### config.mk
export PLATFORM = sky130hd
export DESIGN_NAME = i2c_master_byte_ctrl
export DESIGN_NICKNAME = d
export VERILOG_FILES = /design/src/rtl/i2c_pkg.sv /design/src/rtl/i2c_master_byte_ctrl.sv
export SDC_FILE = /design/constraint.sdc
export NUM_CORES = 1
export LEC_CHECK = 0
export CORE_MARGIN = 2
export CORE_UTILIZATION = 61
export CTS_BUF_LIST = sky130_fd_sc_hd__clkbuf_4 sky130_fd_sc_hd__clkbuf_8
export CTS_CLUSTER_SIZE = 25
export DETAILED_ROUTE_END_ITERATION = 16
export PLACE_DENSITY = 0.86
export SLEW_MARGIN = 20
export SYNTH_ARGS = -nofsm -noshare
export SYNTH_HDL_FRONTEND = slang
export SYNTH_SLANG_ARGS = --single-unit
### constraint.sdc
create_clock -name clk_i -period 4 [get_ports clk_i]
set_clock_uncertainty 0.1 [all_clocks]
set_input_delay 0.8 -clock clk_i [delete_from_list [all_inputs] [get_ports clk_i]]
set_output_delay 0.8 -clock clk_i [all_outputs]
set_load 0.05 [all_outputs]
### src/rtl/i2c_pkg.sv
// Shared I2C definitions: PHY bit-command encoding and the byte-level request record.
package i2c_pkg;

  localparam logic [2:0] I2C_CMD_NOP   = 3'd0;
  localparam logic [2:0] I2C_CMD_START = 3'd1;
  localparam logic [2:0] I2C_CMD_STOP  = 3'd2;
  localparam logic [2:0] I2C_CMD_WRITE = 3'd3;
  localparam logic [2:0] I2C_CMD_READ  = 3'd4;

  typedef struct packed {
    logic       start;
    logic       stop;
    logic       read;
    logic       ack;
    logic [7:0] data;
  } byte_req_t;

endpackage

### src/rtl/i2c_master_byte_ctrl.sv
// Byte-level I2C master sequencer: expands one byte request into PHY bit commands
// (optional START, 8 data bits, ACK bit, optional STOP) and returns a one-cycle response.
module i2c_master_byte_ctrl
  import i2c_pkg::*;
#(
  parameter int CMD_TIMEOUT = 1_000_000
) (
  input  logic       clk_i,
  input  logic       rst_i,
  input  logic       req_valid_i,
  output logic       req_ready_o,
  input  logic       req_start_i,
  input  logic       req_stop_i,
  input  logic       req_read_i,
  input  logic       req_ack_i,
  input  logic [7:0] req_data_i,
  output logic       rsp_valid_o,
  output logic [7:0] rsp_data_o,
  output logic       rsp_nack_o,
  output logic       rsp_arb_lost_o,
  output logic       rsp_timeout_o,
  output logic [2:0] phy_cmd_o,
  output logic       phy_data_o,
  input  logic       phy_data_i,
  input  logic       phy_cmd_done_i,
  input  logic       phy_arb_lost_i,
  input  logic       phy_bus_busy_i,
  output logic       bus_owned_o
);

  typedef enum logic [2:0] {IDLE, WAIT_BUS, START, DATA, ACK, STOP, RESP} state_t;

  localparam int TW = (CMD_TIMEOUT < 2) ? 1 : $clog2(CMD_TIMEOUT + 1);
  localparam logic [TW-1:0] T_MAX = TW'(CMD_TIMEOUT);

  state_t          state_reg, state_next;
  logic            ready_reg, ready_next;
  logic            stop_reg, stop_next;
  logic            read_reg, read_next;
  logic            ack_reg, ack_next;
  logic [7:0]      shift_reg, shift_next;
  logic [2:0]      bit_cnt_reg, bit_cnt_next;
  logic            owned_reg, owned_next;
  logic [2:0]      cmd_reg, cmd_next;
  logic            cdata_reg, cdata_next;
  logic [TW-1:0]   tcnt_reg, tcnt_next;
  logic            nack_pend_reg, nack_pend_next;
  logic [7:0]      rsp_data_reg, rsp_data_next;
  logic            rsp_nack_reg, rsp_nack_next;
  logic            rsp_arb_reg, rsp_arb_next;
  logic            rsp_to_reg, rsp_to_next;

  byte_req_t       req_in;
  logic            eff_start;
  logic            active;

  always_comb begin
    state_next     = state_reg;
    ready_next     = 1'b0;
    stop_next      = stop_reg;
    read_next      = read_reg;
    ack_next       = ack_reg;
    shift_next     = shift_reg;
    bit_cnt_next   = bit_cnt_reg;
    owned_next     = owned_reg;
    cmd_next       = cmd_reg;
    cdata_next     = cdata_reg;
    tcnt_next      = tcnt_reg;
    nack_pend_next = nack_pend_reg;
    rsp_data_next  = rsp_data_reg;
    rsp_nack_next  = rsp_nack_reg;
    rsp_arb_next   = rsp_arb_reg;
    rsp_to_next    = rsp_to_reg;

    req_in    = '{start: req_start_i, stop: req_stop_i, read: req_read_i,
                  ack: req_ack_i, data: req_data_i};
    eff_start = req_in.start || !owned_reg;
    active    = (state_reg != IDLE) && (state_reg != RESP);

    // Saturating stall timer; every command issue below reloads it.
    if (active && tcnt_reg != T_MAX)
      tcnt_next = tcnt_reg + TW'(1);

    if (state_reg == IDLE) begin
      if (req_valid_i && ready_reg) begin
        stop_next      = req_in.stop;
        read_next      = req_in.read;
        ack_next       = req_in.ack;
        shift_next     = req_in.data;
        bit_cnt_next   = 3'd7;
        nack_pend_next = 1'b0;
        tcnt_next      = '0;
        if (eff_start && !owned_reg && phy_bus_busy_i) begin
          state_next = WAIT_BUS;
        end else if (eff_start) begin
          state_next = START;
          cmd_next   = I2C_CMD_START;
          cdata_next = 1'b1;
        end else begin
          state_next = DATA;
          cmd_next   = req_in.read ? I2C_CMD_READ : I2C_CMD_WRITE;
          cdata_next = req_in.read | req_in.data[7];
        end
      end
    end else if (state_reg == RESP) begin
      state_next = IDLE;
    end else if (phy_arb_lost_i || tcnt_reg == T_MAX) begin
      // Abort: release the bus without a STOP; arbitration loss wins a tie.
      state_next    = RESP;
      cmd_next      = I2C_CMD_NOP;
      cdata_next    = 1'b0;
      owned_next    = 1'b0;
      rsp_data_next = read_reg ? shift_reg : 8'h00;
      rsp_nack_next = nack_pend_reg;
      rsp_arb_next  = phy_arb_lost_i;
      rsp_to_next   = !phy_arb_lost_i;
    end else begin
      case (state_reg)
        WAIT_BUS: begin
          if (!phy_bus_busy_i) begin
            state_next = START;
            cmd_next   = I2C_CMD_START;
            cdata_next = 1'b1;
            tcnt_next  = '0;
          end
        end
        START: begin
          if (phy_cmd_done_i) begin
            owned_next = 1'b1;
            cmd_next   = I2C_CMD_NOP;
            state_next = DATA;
          end
        end
        DATA: begin
          if (cmd_reg == I2C_CMD_NOP) begin
            cmd_next   = read_reg ? I2C_CMD_READ : I2C_CMD_WRITE;
            cdata_next = read_reg | shift_reg[7];
            tcnt_next  = '0;
          end else if (phy_cmd_done_i) begin
            shift_next = {shift_reg[6:0], phy_data_i};
            cmd_next   = I2C_CMD_NOP;
            if (bit_cnt_reg == 3'd0)
              state_next = ACK;
            else
              bit_cnt_next = bit_cnt_reg - 3'd1;
          end
        end
        ACK: begin
          if (cmd_reg == I2C_CMD_NOP) begin
            cmd_next   = read_reg ? I2C_CMD_WRITE : I2C_CMD_READ;
            cdata_next = read_reg ? ~ack_reg : 1'b1;
            tcnt_next  = '0;
          end else if (phy_cmd_done_i) begin
            cmd_next       = I2C_CMD_NOP;
            nack_pend_next = !read_reg && phy_data_i;
            if (stop_reg) begin
              state_next = STOP;
            end else begin
              state_next    = RESP;
              rsp_data_next = read_reg ? shift_reg : 8'h00;
              rsp_nack_next = !read_reg && phy_data_i;
              rsp_arb_next  = 1'b0;
              rsp_to_next   = 1'b0;
            end
          end
        end
        STOP: begin
          if (cmd_reg == I2C_CMD_NOP) begin
            cmd_next   = I2C_CMD_STOP;
            cdata_next = 1'b1;
            tcnt_next  = '0;
          end else if (phy_cmd_done_i) begin
            cmd_next      = I2C_CMD_NOP;
            owned_next    = 1'b0;
            state_next    = RESP;
            rsp_data_next = read_reg ? shift_reg : 8'h00;
            rsp_nack_next = nack_pend_reg;
            rsp_arb_next  = 1'b0;
            rsp_to_next   = 1'b0;
          end
        end
        default: ;
      endcase
    end

    ready_next = (state_next == IDLE);
  end

  always_ff @(posedge clk_i) begin
    if (!rst_i) begin
      state_reg     <= IDLE;
      ready_reg     <= 1'b0;
      stop_reg      <= 1'b0;
      read_reg      <= 1'b0;
      ack_reg       <= 1'b0;
      shift_reg     <= 8'h00;
      bit_cnt_reg   <= 3'd0;
      owned_reg     <= 1'b0;
      cmd_reg       <= I2C_CMD_NOP;
      cdata_reg     <= 1'b0;
      tcnt_reg      <= '0;
      nack_pend_reg <= 1'b0;
      rsp_data_reg  <= 8'h00;
      rsp_nack_reg  <= 1'b0;
      rsp_arb_reg   <= 1'b0;
      rsp_to_reg    <= 1'b0;
    end else begin
      state_reg     <= state_next;
      ready_reg     <= ready_next;
      stop_reg      <= stop_next;
      read_reg      <= read_next;
      ack_reg       <= ack_next;
      shift_reg     <= shift_next;
      bit_cnt_reg   <= bit_cnt_next;
      owned_reg     <= owned_next;
      cmd_reg       <= cmd_next;
      cdata_reg     <= cdata_next;
      tcnt_reg      <= tcnt_next;
      nack_pend_reg <= nack_pend_next;
      rsp_data_reg  <= rsp_data_next;
      rsp_nack_reg  <= rsp_nack_next;
      rsp_arb_reg   <= rsp_arb_next;
      rsp_to_reg    <= rsp_to_next;
    end
  end

  assign req_ready_o    = ready_reg;
  assign rsp_valid_o    = (state_reg == RESP);
  assign rsp_data_o     = rsp_data_reg;
  assign rsp_nack_o     = rsp_nack_reg;
  assign rsp_arb_lost_o = rsp_arb_reg;
  assign rsp_timeout_o  = rsp_to_reg;
  assign phy_cmd_o      = cmd_reg;
  assign phy_data_o     = cdata_reg;
  assign bus_owned_o    = owned_reg;

endmodule

# [Word-level counts from Yosys, hierarchy flattened]
# Cells that the tools add are included.
# W data, S select, Z words.
[classes] n_bitwise=5 n_reduce_logical=32 addsub=2 mux=100 eq_ne=25
[op_table] operator="$mux W20" count=7
[op_table] operator="$mux W8" count=14
[op_table] operator="$mux W3" count=35
[op_table] operator="$pmux W20 S2" count=1
[op_table] operator="$mux W1" count=34
[op_table] operator="$pmux W3 S5" count=2
[op_table] operator="$ne A3 B3 Y1 const B" count=7
[op_table] operator="$add A20 B1 Y20 const B" count=1
[op_table] operator="$eq A20 B20 Y1 const B" count=1
[op_table] operator="$ne A20 B20 Y1 const B" count=1
[op_table] operator="$reduce_and A6 Y1" count=3
[op_table] operator="$ne A4 B4 Y1 const B" count=4
[op_table] operator="$pmux W8 S2" count=1
[op_table] operator="$reduce_and A8 Y1" count=2
[op_table] operator="$logic_not A3 Y1" count=4
[op_table] operator="$eq A3 B3 Y1 const B" count=3
[op_table] operator="$reduce_bool A3 Y1" count=3
[op_table] operator="$ne A2 B2 Y1 const B" count=4
[op_table] operator="$reduce_and A7 Y1" count=1
[op_table] operator="$reduce_bool A7 Y1" count=1
[op_table] operator="$eq A3 B2 Y1 const B" count=2
[op_table] operator="$logic_and A1 B1 Y1" count=6
[op_table] operator="$pmux W1 S2" count=3
[op_table] operator="$reduce_bool A2 Y1" count=3
[op_table] operator="other kinds (13)" count=21
[word_totals] wordCells=180 ff_bits=55 in_bits=19 out_inout_bits=18

# [Depth between registers and ports, before layout]
# Gate-level depths: netlist of run 1.
[depth] depth_word=9 depth_mapped=10

# [Worst setup path after synthesis of run 1]
# OpenSTA, ideal clock, no wires.
[synth_path] path_kind="input to register" from="in phy_cmd_done_i" to="reg rsp_nack_reg (netlist: rsp_nack_o)" required_time_ns=3.797 stages=7 slack_ns=1.793 n_path_buf=1 setup_time_ns=0.103 t_arrival_ns=2.004 cell_sequence="buf_2 -> o31ai_1 -> nor2_1 -> nand2_1 -> a21oi_4 -> nor2_2 -> a2111oi_2"
[synth_between] elab_chain_len=2 word_cells_on_any_way=3 cone_classes="2 x eq/ne; 1 x reduce/logical"
[synth_lines] item="start, declared" line_no="i2c_master_byte_ctrl.sv:25" text="input logic phy_cmd_done_i,"
[synth_lines] item="$ne A3 B3 Y1 (no source line)"
[synth_lines] item="$reduce_and A8 Y1 (no source line) *"
[synth_lines] item="end signal, assigned" line_no="i2c_master_byte_ctrl.sv:221" text="rsp_nack_reg <= rsp_nack_next;"
[synth_lines] item="end, declared" line_no="i2c_master_byte_ctrl.sv:49" text="logic rsp_nack_reg, rsp_nack_next;"
# Every way passes the cells marked *; elsewhere a longest branch is shown, timed or not.
# A chain may end at the register's enable or synchronous reset.

# [Worst setup path in the final report of run 1]
[layout_path] from="reg state_reg[0]" to="out rsp_valid_o"
[layout_between] elab_chain_len=1
[layout_lines] item="start, declared" line_no="i2c_master_byte_ctrl.sv:36" text="state_t state_reg, state_next;"
[layout_lines] item="start signal, assigned" line_no="i2c_master_byte_ctrl.sv:208" text="state_reg <= state_next;"
[layout_lines] item="$eq A3 B3 Y1" line_no="i2c_master_byte_ctrl.sv:228" text="assign rsp_valid_o = (state_reg == RESP);"
[layout_lines] item="end, declared" line_no="i2c_master_byte_ctrl.sv:17" text="output logic rsp_valid_o,"
# No other way between the ends.

==> impl_metrics.tcl, run 1 <==
set metrics [dict create \
    clkTransAtPathRegs_ps 110 \
    finalHoldViolations 0 \
    slew_violations 0 \
    hpwlAfterDp_microns 5220 \
    overflow 0 \
    period_needed_ps 3190 \
    crit_arrival_ps 2290 \
    syn_area_per_cell_sq_um 8.21 \
    worstPathMaxFanout 22 \
    numCtsBuffers 5 \
    postPlaceCellArea_sq_um 3470 \
    die_x_microns 75.9 \
    vias 2919 \
    synth_ff_type "dfxtp_1" \
    ios 37 \
    rr_endpoint "shift_reg[6]" \
    place_congestion 0.921 \
    p_leak_nw 1.16 \
    combPwrFrac_pct 47.2 \
    min_from "rsp_data_o[3]" \
    largest_reg_flops 20 \
    worstHoldPathCells 2 \
    dr.pass1.iters 7 \
    postRouteAntennaNets 0 \
    insertion_delay_ps 310 \
    worstSetupPathType "flop to output port" \
    postLayoutCoreUtil_pct 70.5 \
    antenna_found_initial 0 \
    die_height_microns 75.9 \
    diodes 0 \
    multi_input_area_sq_um 1860 \
    synth-edff-count 0 \
    avgViaCountPerCell 6.15 \
    area_growth_syn_to_layout_pct 12.7 \
    critPathBufInv 2 \
    finalCritPeriodShare_pct 79.7 \
    cp.required_ps 3100 \
    num-fill-cells 424 \
    min_to "rsp_data_o[3]" \
    maxCapViolCount 0 \
    fmax_mhz 314 \
    pwr-share-seq_pct 37.4 \
    track_usage_pct 26.7 \
    worst_r2r_path_depth 6 \
    finalWirelength_microns 7420 \
    rsz0062_at_grt "false" \
    slew_headroom_pct 39.1 \
    path_cells "clkinv_1 > and3_1 > clkdlybuf4s50_1" \
    dieArea_sq_um 5760 \
    cts_resized 0 \
    r2r_slack_ps 1030 \
    setup_viol_count_final 0 \
    fin_hold_ws_ps 367 \
    ys_async_sr_fraction_pct 0 \
    post-route-cell-area_sq_um 3550 \
    end_kind "output port" \
    p_per_area_nw_per_um2 579 \
    synth_area_sq_um 3150 \
    tritoncts "yes" \
    grt_pass1_wl_microns 11700 \
    cts_buffer_depth 2 \
    seqCellArea_sq_um 1100 \
    yosysUniqueCellTypes 65 \
    cts_setup_buffers 0 \
    cp_slowest_cell "dfxtp_1" \
    yosys_warnings 0 \
    grt_max_degree 26 \
    grt_pass1_vias 2537 \
    power_frac_clock_pct 15.5 \
    worstMarginPinSlew_ps 912 \
    portBuffers 36 \
    p_switching_uw 950 \
    p_sw_share_pct 46.1 \
    tns_ps 0 \
    start_util_pct 62.5 \
    p_int_mw 1.11 \
    rows 26 \
    cts_hold_buf 0 \
    wl_per_cell_microns 15.6 \
    hp-class "flop to flop" \
    dr.first_iter.drc_count 149 \
    cts_root_buf "clkbuf_8" \
    layout-drive-gt1-share_pct 10.6 \
    drc 0 \
    htree_levels 2 \
    r2r-start "state_reg[1]" \
    finalPower_mw 2.06 \
    syn_nets 407 \
    slowest_delay_ps 850 \
    crit_family "buffers and inverters" \
    status "completed" \
    yosys_register_bits 55 \
    final_nets 427 \
    syn-instance-count 384 \
    ys_seq_area_share_pct 34.9 \
    start_kind "flop" \
    cts.sinks 55 \
    coreArea_sq_um 5040 \
    peakVddDrop_mv 0.439 \
]
Yosys cell counts (2+ instances only):
master / number / area, sq um
dfxtp_1: 55 / 1100
nand2_1: 53 / 199
nor2_1: 47 / 176
a21oi_1: 19 / 95.1
o21ai_0: 15 / 75.1
nand3_1: 14 / 70.1
nand4_1: 14 / 87.6
xnor2_1: 14 / 123
clkbuf_1: 11 / 41.3
inv_1: 9 / 33.8
nor3_1: 9 / 45.0
a311oi_2: 8 / 120
buf_2: 7 / 35.0
nand2b_1: 7 / 43.8
nor4_1: 5 / 31.3
o22ai_1: 5 / 31.3
xor2_1: 5 / 43.8
a211oi_1: 4 / 30.0
a31oi_1: 4 / 25.0
and4_1: 4 / 35.0
buf_6: 4 / 45.0
ha_1: 4 / 50.1
nor2b_1: 4 / 25.0
nor3_2: 4 / 40.0
a21oi_4: 3 / 48.8
and2_1: 3 / 18.8
nand4b_1: 3 / 26.3
a211o_1: 2 / 17.5
a311oi_1: 2 / 17.5
and3_1: 2 / 12.5
and4_4: 2 / 22.5
buf_4: 2 / 15.0
mux2i_1: 2 / 20.0
nor4b_1: 2 / 17.5
nor4b_2: 2 / 30.0
o21ai_1: 2 / 10.0
o31ai_1: 2 / 15.0
or3_1: 2 / 12.5
or3_4: 2 / 22.5
cell families after synthesis:
kind of cell               count (synthesis)  share of synthesized area (%)
and+or+nand+nor                          189                           32.1
AOI/OAI and AO/OA                         79                           19.3
buffers and inverters                     36                           6.15
muxes                                      2                          0.635
xor gates and xnor gates                  19                           5.28
adders and majority gates                  4                           1.59
DFF                                       55                           34.9
worst min-delay path, stage by stage (launching register included):
cell and delay [ps]:
dfxtp_1 320, nand2_1 50, o21ai_0 60
area by class of cell:
type                    count  area share [%]
clock inverters             3           0.528
well taps                  70            2.46
multi-input cells         293            52.3
repair buffers             39            10.8
flip-flops and latches     55            31.0
inverters                  10            1.06
clock buffers               5            1.94
cells in the final DEF (no fill, tap or decap), types with 3 or more instances in the layout:
cell              n
nand3_1          14
o21ai_0          15
clkdlybuf4s50_1  36
nor2_1           47
a21oi_4           3
dfxtp_1          55
nand4b_1          3
nor2b_1           4
and2_1            3
nand2_1          53
clkbuf_8          5
inv_1             9
a31oi_1           4
a21oi_1          19
nor3_2            4
buf_4             3
ha_1              4
xnor2_1          14
o22ai_1           5
a211oi_1          4
and4_1            4
nor4_1            5
nand2b_1          7
a311oi_2          8
nor3_1            9
xor2_1            5
nand4_1          14
metal layers:
metal | vias up | global-route usage (%) | share of wire (%)
met5 | - | 0 | 0
met4 | 0 | 13.8 | 3.0
met3 | 24 | 5.42 | 6.0
met2 | 124 | 41.2 | 47
met1 | 1358 | 35.2 | 44
li1 | 1413 | - | -
how the worst max path moves through the flow:
stage	cells past startpoint	slack [ps]	from	endpoint
finish	3	810	state_reg[0]	rsp_valid_o
global route	3	790	state_reg[0]	rsp_valid_o
CTS	3	850	state_reg[0]	rsp_valid_o
detailed placement	6	850	phy_cmd_done_i	shift_reg[6]
global placement	6	980	phy_cmd_done_i	shift_reg[2]
floorplan	7	1790	phy_cmd_done_i	rsp_nack_o
power by group through the flow:
stage                     clock network [mW]  registers (mW)  logic [mW]
final                                  0.318           0.769       0.972
after floorplan                            0           0.822       0.693
after global routing                   0.340           0.781        1.05
after detailed placement                   0           0.773       0.955
after CTS                              0.319           0.763       0.959
after global placement                     0           0.774       0.941
through the flow:
step / std cells / setup WS [ps]
CTS: 475 / 850
global placement: 467 / 977
floorplan: 384 / 1790
global route: 475 / 785
finish: 475 / 812
detailed placement: 467 / 852
(Power assumes the default switching activity.)
==> inputs of run 2 (changes only) <==
--- a/config.mk
+++ b/config.mk
@@ -6,11 +6,11 @@
 export NUM_CORES = 1
 export LEC_CHECK = 0
 export CORE_MARGIN = 2
-export CORE_UTILIZATION = 61
+export CORE_UTILIZATION = 52
 export CTS_BUF_LIST = sky130_fd_sc_hd__clkbuf_4 sky130_fd_sc_hd__clkbuf_8
 export CTS_CLUSTER_SIZE = 25
 export DETAILED_ROUTE_END_ITERATION = 16
-export PLACE_DENSITY = 0.86
+export PLACE_DENSITY = 0.78
 export SLEW_MARGIN = 20
 export SYNTH_ARGS = -nofsm -noshare
 export SYNTH_HDL_FRONTEND = slang
==> constraint.sdc (replaced) <==
create_clock -name clk_i -period 2.7 [get_ports clk_i]
set_clock_uncertainty 0.1 [all_clocks]
set_input_delay 0.54 -clock clk_i [delete_from_list [all_inputs] [get_ports clk_i]]
set_output_delay 0.54 -clock clk_i [all_outputs]
set_load 0.05 [all_outputs]
==> run 2 against run 1 <==
Compared with the run above: die area is 16% higher; flip-flop and latch count stayed put; count of clock-buffer cells in the layout stayed put; combinational power is 58% higher; setup slack worse by 730 ps; critical path type unchanged; largest power group unchanged.
==> impl_metrics.tcl, run 2 (same netlist as run 1, synthesis figures left out) <==
set metrics [dict create \
    portBuffers 36 \
    hp-class "flop to flop" \
    cts_buffer_depth 2 \
    p_per_area_nw_per_um2 854 \
    dr.first_iter.drc_count 180 \
    htree_levels 2 \
    finalWirelength_microns 7670 \
    final_common_cell "dfxtp_1" \
    finalHoldViolations 0 \
    drc 0 \
    largest_reg_flops 20 \
    peakVddDrop_mv 0.787 \
    layout-drive-gt1-share_pct 13.2 \
    rr_endpoint "shift_reg[3]" \
    grt_max_degree 23 \
    min_from "rsp_data_o[1]" \
    avgViaCountPerCell 5.89 \
    dieArea_sq_um 6700 \
    dr.pass1.iters 5 \
    finalCritPeriodShare_pct 97.1 \
    min_to "rsp_data_o[1]" \
    insertion_delay_ps 320 \
    worstPathMaxFanout 18 \
    tritoncts "yes" \
    most-common-layout-cells "dfxtp_1 (55), nand2_1 (53), nor2_1 (47)" \
    wl_per_cell_microns 15.6 \
    worstSetupPathType "flop to output port" \
    vias 2890 \
    coreArea_sq_um 5890 \
    r2r-start "state_reg[0]" \
    status "completed" \
    worstHoldPathCells 2 \
    diodes 0 \
    slew_headroom_pct 58.6 \
    cts.sinks 55 \
    worstMarginPinSlew_ps 618 \
    period_needed_ps 2620 \
    ios 37 \
    rsz0062_at_grt "false" \
    crit_arrival_ps 1980 \
    p_leak_nw 1.22 \
    cts_root_buf "clkbuf_8" \
    start_kind "flop" \
    cts_hold_buf 0 \
    setup_viol_count_final 0 \
    cts_setup_buffers 0 \
    overflow 0 \
    grt_pass1_wl_microns 12200 \
    maxCapViolCount 0 \
    place_congestion 0.938 \
    fmax_mhz 381 \
    hpwlAfterDp_microns 5500 \
    r2r_slack_ps 330 \
    grt_pass1_vias 2602 \
    cp.required_ps 2060 \
    track_usage_pct 23.6 \
    start_util_pct 53.6 \
    antenna_found_initial 0 \
    area_growth_syn_to_layout_pct 16.0 \
    postRouteAntennaNets 0 \
    cts_resized 0 \
    rows 28 \
    crit_start "state_reg[0]" \
    worst_r2r_path_depth 7 \
    final_nets 438 \
    die_height_microns 81.9 \
    die_x_microns 81.9 \
    slew_violations 0 \
    clkTransAtPathRegs_ps 100 \
    end_kind "output port" \
    numCtsBuffers 5 \
    tns_ps 0 \
    fin_hold_ws_ps 363 \
]
run 2: layer usage:
| metal | GRT usage (%) | vias up | wire length (microns) | share of wire (%) |
|---|---|---|---|---|
| li1 | - | 1439 | - | - |
| met1 | 31.6 | 1327 | 3440 | 45 |
| met2 | 38.8 | 110 | 3670 | 48 |
| met3 | 3.30 | 14 | 443 | 5.8 |
| met4 | 8.00 | 0 | 114 | 1.5 |
| met5 | 0 | - | 0 | 0 |
run 2: layout make-up:
class | instances | area, sq um
fill | 513 | 2230
multi-input combinational | 293 | 1860
sequential | 55 | 1100
timing repair buffer | 50 | 475
tap | 75 | 93.8
clock buffer | 5 | 68.8
inverter | 10 | 37.5
clock inverter | 3 | 23.8
run 2: worst max path at each step:
stage                    to  slack, ps  depth (start not counted)
6_report        rsp_valid_o         80                          3
5_1_grt         rsp_valid_o          4                          3
4_1_cts         rsp_valid_o        110                          3
3_5_place_dp   shift_reg[6]        170                          7
3_3_place_gp   shift_reg[0]        280                          7
2_1_floorplan    rsp_nack_o        660                          6
run 2: per-stage QoR:
step | power [mW] | cell area [sq um] | util (%) | setup slack [ps] | std cells
floorplan | 2.25 | 3150 | - | 661 | 384
global placement | 2.61 | 3570 | 60.6 | 283 | 483
detailed placement | 2.64 | 3570 | 60.6 | 169 | 483
CTS | 3.12 | 3660 | 62.2 | 112 | 491
global route | 3.32 | 3660 | 62.2 | 4.12 | 491
finish | 3.12 | 3660 | 62.2 | 78.1 | 491
run 2: power by group:
group	switching (mW)	internal [mW]
registers	0.160	0.942
logic	0.962	0.580
clock network	0.292	0.188
run 2: critical path, stage by stage, from the launching register on:
cell	delay [ps]
dfxtp_1	720
clkinv_1	450
and3_1	310
buf_4	180
==> inputs of run 3 (changes only) <==
--- a/config.mk
+++ b/config.mk
@@ -5,12 +5,13 @@
 export SDC_FILE = /design/constraint.sdc
 export NUM_CORES = 1
 export LEC_CHECK = 0
+export ABC_AREA = 1
 export CORE_MARGIN = 2
-export CORE_UTILIZATION = 52
+export CORE_UTILIZATION = 53
 export CTS_BUF_LIST = sky130_fd_sc_hd__clkbuf_4 sky130_fd_sc_hd__clkbuf_8
 export CTS_CLUSTER_SIZE = 25
 export DETAILED_ROUTE_END_ITERATION = 16
-export PLACE_DENSITY = 0.78
+export PLACE_DENSITY = 0.79
 export SLEW_MARGIN = 20
 export SYNTH_ARGS = -nofsm -noshare
 export SYNTH_HDL_FRONTEND = slang
==> run 3 against run 2 <==
Compared with the run above: worst hold slack improved by 6.4 ps; final cell count rose by 31%; count of clock-buffer cells in the layout rose by 1; first-iteration DRC count fell by 38%; synthesized cell count rose by 38%; critical path depth did not move; setup slack improved by 190 ps; sequential share of layout area fell by 1.0 points; routed wire length rose by 2.6%.
==> impl_metrics.tcl, run 3 <==
set metrics [dict create \
    crit_family "buffers and inverters" \
    cts.sinks 55 \
    clkTransAtPathRegs_ps 100 \
    period_needed_ps 2430 \
    place_congestion 0.964 \
    post-route-cell-area_sq_um 3780 \
    synthTopCellsByArea "dfxtp_1 (34%), nand2_1 (18%), nor2_1 (11%)" \
    synth-edff-count 0 \
    ios 37 \
    synth-xor-area-share_pct 2.71 \
    start_util_pct 54.6 \
    overflow 0 \
    most-common-layout-cells "nand2_1 (157), nor2_1 (97), inv_1 (68)" \
    cts_hold_buf 0 \
    wl_per_cell_microns 12.2 \
    dr.first_iter.drc_count 112 \
    r2r-start "tcnt_reg[0]" \
    fin_ws_ps 270 \
    final_nets 590 \
    min_from "rsp_arb_lost_o" \
    cts_buffer_depth 2 \
    yosysUniqueCellTypes 32 \
    vias 3324 \
    grt_max_degree 25 \
    synthAdderAreaFrac_pct 1.55 \
    track_usage_pct 24.8 \
    path_cells "nand2_1 > nor2_2 > dlygate4sd2_1" \
    crit_start "state_reg[2]" \
    multi_input_area_sq_um 1780 \
    slew_violations 0 \
    layout-drive-gt1-share_pct 6.16 \
    muxShareOfSynthArea_pct 0 \
    num-fill-cells 572 \
    die_x_microns 82.1 \
    slowest_delay_ps 570 \
    dr.pass1.iters 5 \
    coreArea_sq_um 5920 \
    critPathBufInv 1 \
    postRouteAntennaNets 0 \
    synth-simple-area-share_pct 41.8 \
    synth_ff_type "dfxtp_1" \
    avgViaCountPerCell 5.17 \
    pre_cts_ws_ps 336 \
    grt_pass1_vias 3100 \
    setup_viol_count_final 0 \
    antenna_found_initial 0 \
    yosys_warnings 0 \
    area_growth_syn_to_layout_pct 17.0 \
    p_per_area_nw_per_um2 804 \
    insertion_delay_ps 310 \
    worstPathMaxFanout 5 \
    synth_compound_area_share_pct 9.09 \
    crit_cells 3 \
    drc 0 \
    htree_levels 2 \
    tritoncts "yes" \
    synth_most_common_cell "nand2_1" \
    syn_nets 552 \
    maxCapViolCount 0 \
    syn_area_per_cell_sq_um 6.12 \
    tns_ps 0 \
    grt_pass1_wl_microns 13000 \
    yosys_register_bits 55 \
    syn-instance-count 529 \
    worstHoldPathCells 2 \
    p_leak_nw 1.69 \
    slew_headroom_pct 63.3 \
    cp_slowest_cell "dlygate4sd2_1" \
    diodes 0 \
    fmax_mhz 412 \
    cts_setup_buffers 0 \
    rsz0062_at_grt "false" \
    largest_reg_flops 20 \
    final_common_cell "nand2_1" \
    worst_r2r_path_depth 15 \
    hpwlAfterDp_microns 6040 \
    synth_top_family_by_area "simple AND/OR/NAND/NOR gates" \
    ys_async_sr_fraction_pct 0 \
    finalPower_mw 3.04 \
    cts_root_buf "clkbuf_8" \
    end_kind "output port" \
    worstSetupPathType "flop to output port" \
    postLayoutCoreUtil_pct 63.9 \
    peakVddDrop_mv 0.492 \
    portBuffers 36 \
    hp-class "flop to flop" \
    dieArea_sq_um 6750 \
    synth_top_area_share_pct 34.0 \
    stdcell_count 643 \
    postPlaceCellArea_sq_um 3670 \
    finalHoldViolations 0 \
    start_kind "flop" \
    ys_seq_area_share_pct 34.0 \
    rows 28 \
    synth_area_sq_um 3240 \
    seqCellArea_sq_um 1100 \
    dp_cells 635 \
    fin_hold_ws_ps 369 \
    cp.required_ps 2060 \
    synth.largest_area_cell "dfxtp_1" \
    synth_common_cells "nand2_1 (157), nor2_1 (97), inv_1 (68)" \
    die_height_microns 82.1 \
    status "completed" \
    finalWirelength_microns 7860 \
    numCtsBuffers 5 \
    worstMarginPinSlew_ps 547 \
    finalCritPeriodShare_pct 90.0 \
    crit_arrival_ps 1790 \
]
-- run 3: cell types whose count changed after synthesis, sizes merged, moves of 6 or more --
cell,before,now
a21oi,22,15
a311oi,10,0
and4,6,0
buf,14,5
clkbuf,12,5
inv,9,76
nand2,53,159
nand2b,7,0
nand3,14,32
nor2,49,104
nor4,6,0
o21ai,18,32
xnor2,14,4
-- run 3: layer usage --
metal,wire [microns],GRT usage [%],up-vias
met5,0,0,-
met4,151,10.0,0
met3,392,6.20,16
met2,3910,45.1,80
met1,3410,27.3,1510
li1,-,-,1718
-- run 3: layout make-up --
type	count	share of cell area, %
multi-input cells	387	47.1
flip-flops and latches	55	29.1
repair buffers	41	10.5
inverters	77	7.70
well taps	75	2.48
clock buffers	6	2.18
clock inverters	2	0.926
-- run 3: kinds of logic (layout without fill, tap and decap cells) --
| logic type | Yosys count | after routing |
|---|---|---|
| simple gates | 318 | 318 |
| buf+inv | 87 | 126 |
| compound gates | 55 | 55 |
| flops | 55 | 55 |
| xor+xnor | 10 | 10 |
| fa+ha+maj | 4 | 4 |
-- run 3: final timing paths --
check	endpoint	slack (ps)
setup / recovery	rsp_valid_o	270
hold / removal	rsp_arb_lost_o	370
hold reg to reg	rsp_arb_lost_o	370
setup reg to reg	rsp_data_o[0]	570
-- run 3: repair_timing --
item / 4_1_cts / 5_1_grt
resized for setup: 1 / 0
setup endpoints to repair: 1 / 0
endpoints found under the hold margin: 0 / 0
-- run 3: worst min-delay path: cells and delay by family (launching register included) --
family             cells  cell delay [ps]
and+or+nand+nor        1               60
DFF                    1              320
AOI/OAI and AO/OA      1               50
-- run 3: power by group --
group / switching, mW / leakage [nW] / internal [mW]
Sequential: 0.117 / 0.448 / 0.959
Clock: 0.274 / 0.0612 / 0.301
Combinational: 0.933 / 1.19 / 0.459
Total: 1.32 / 1.69 / 1.72
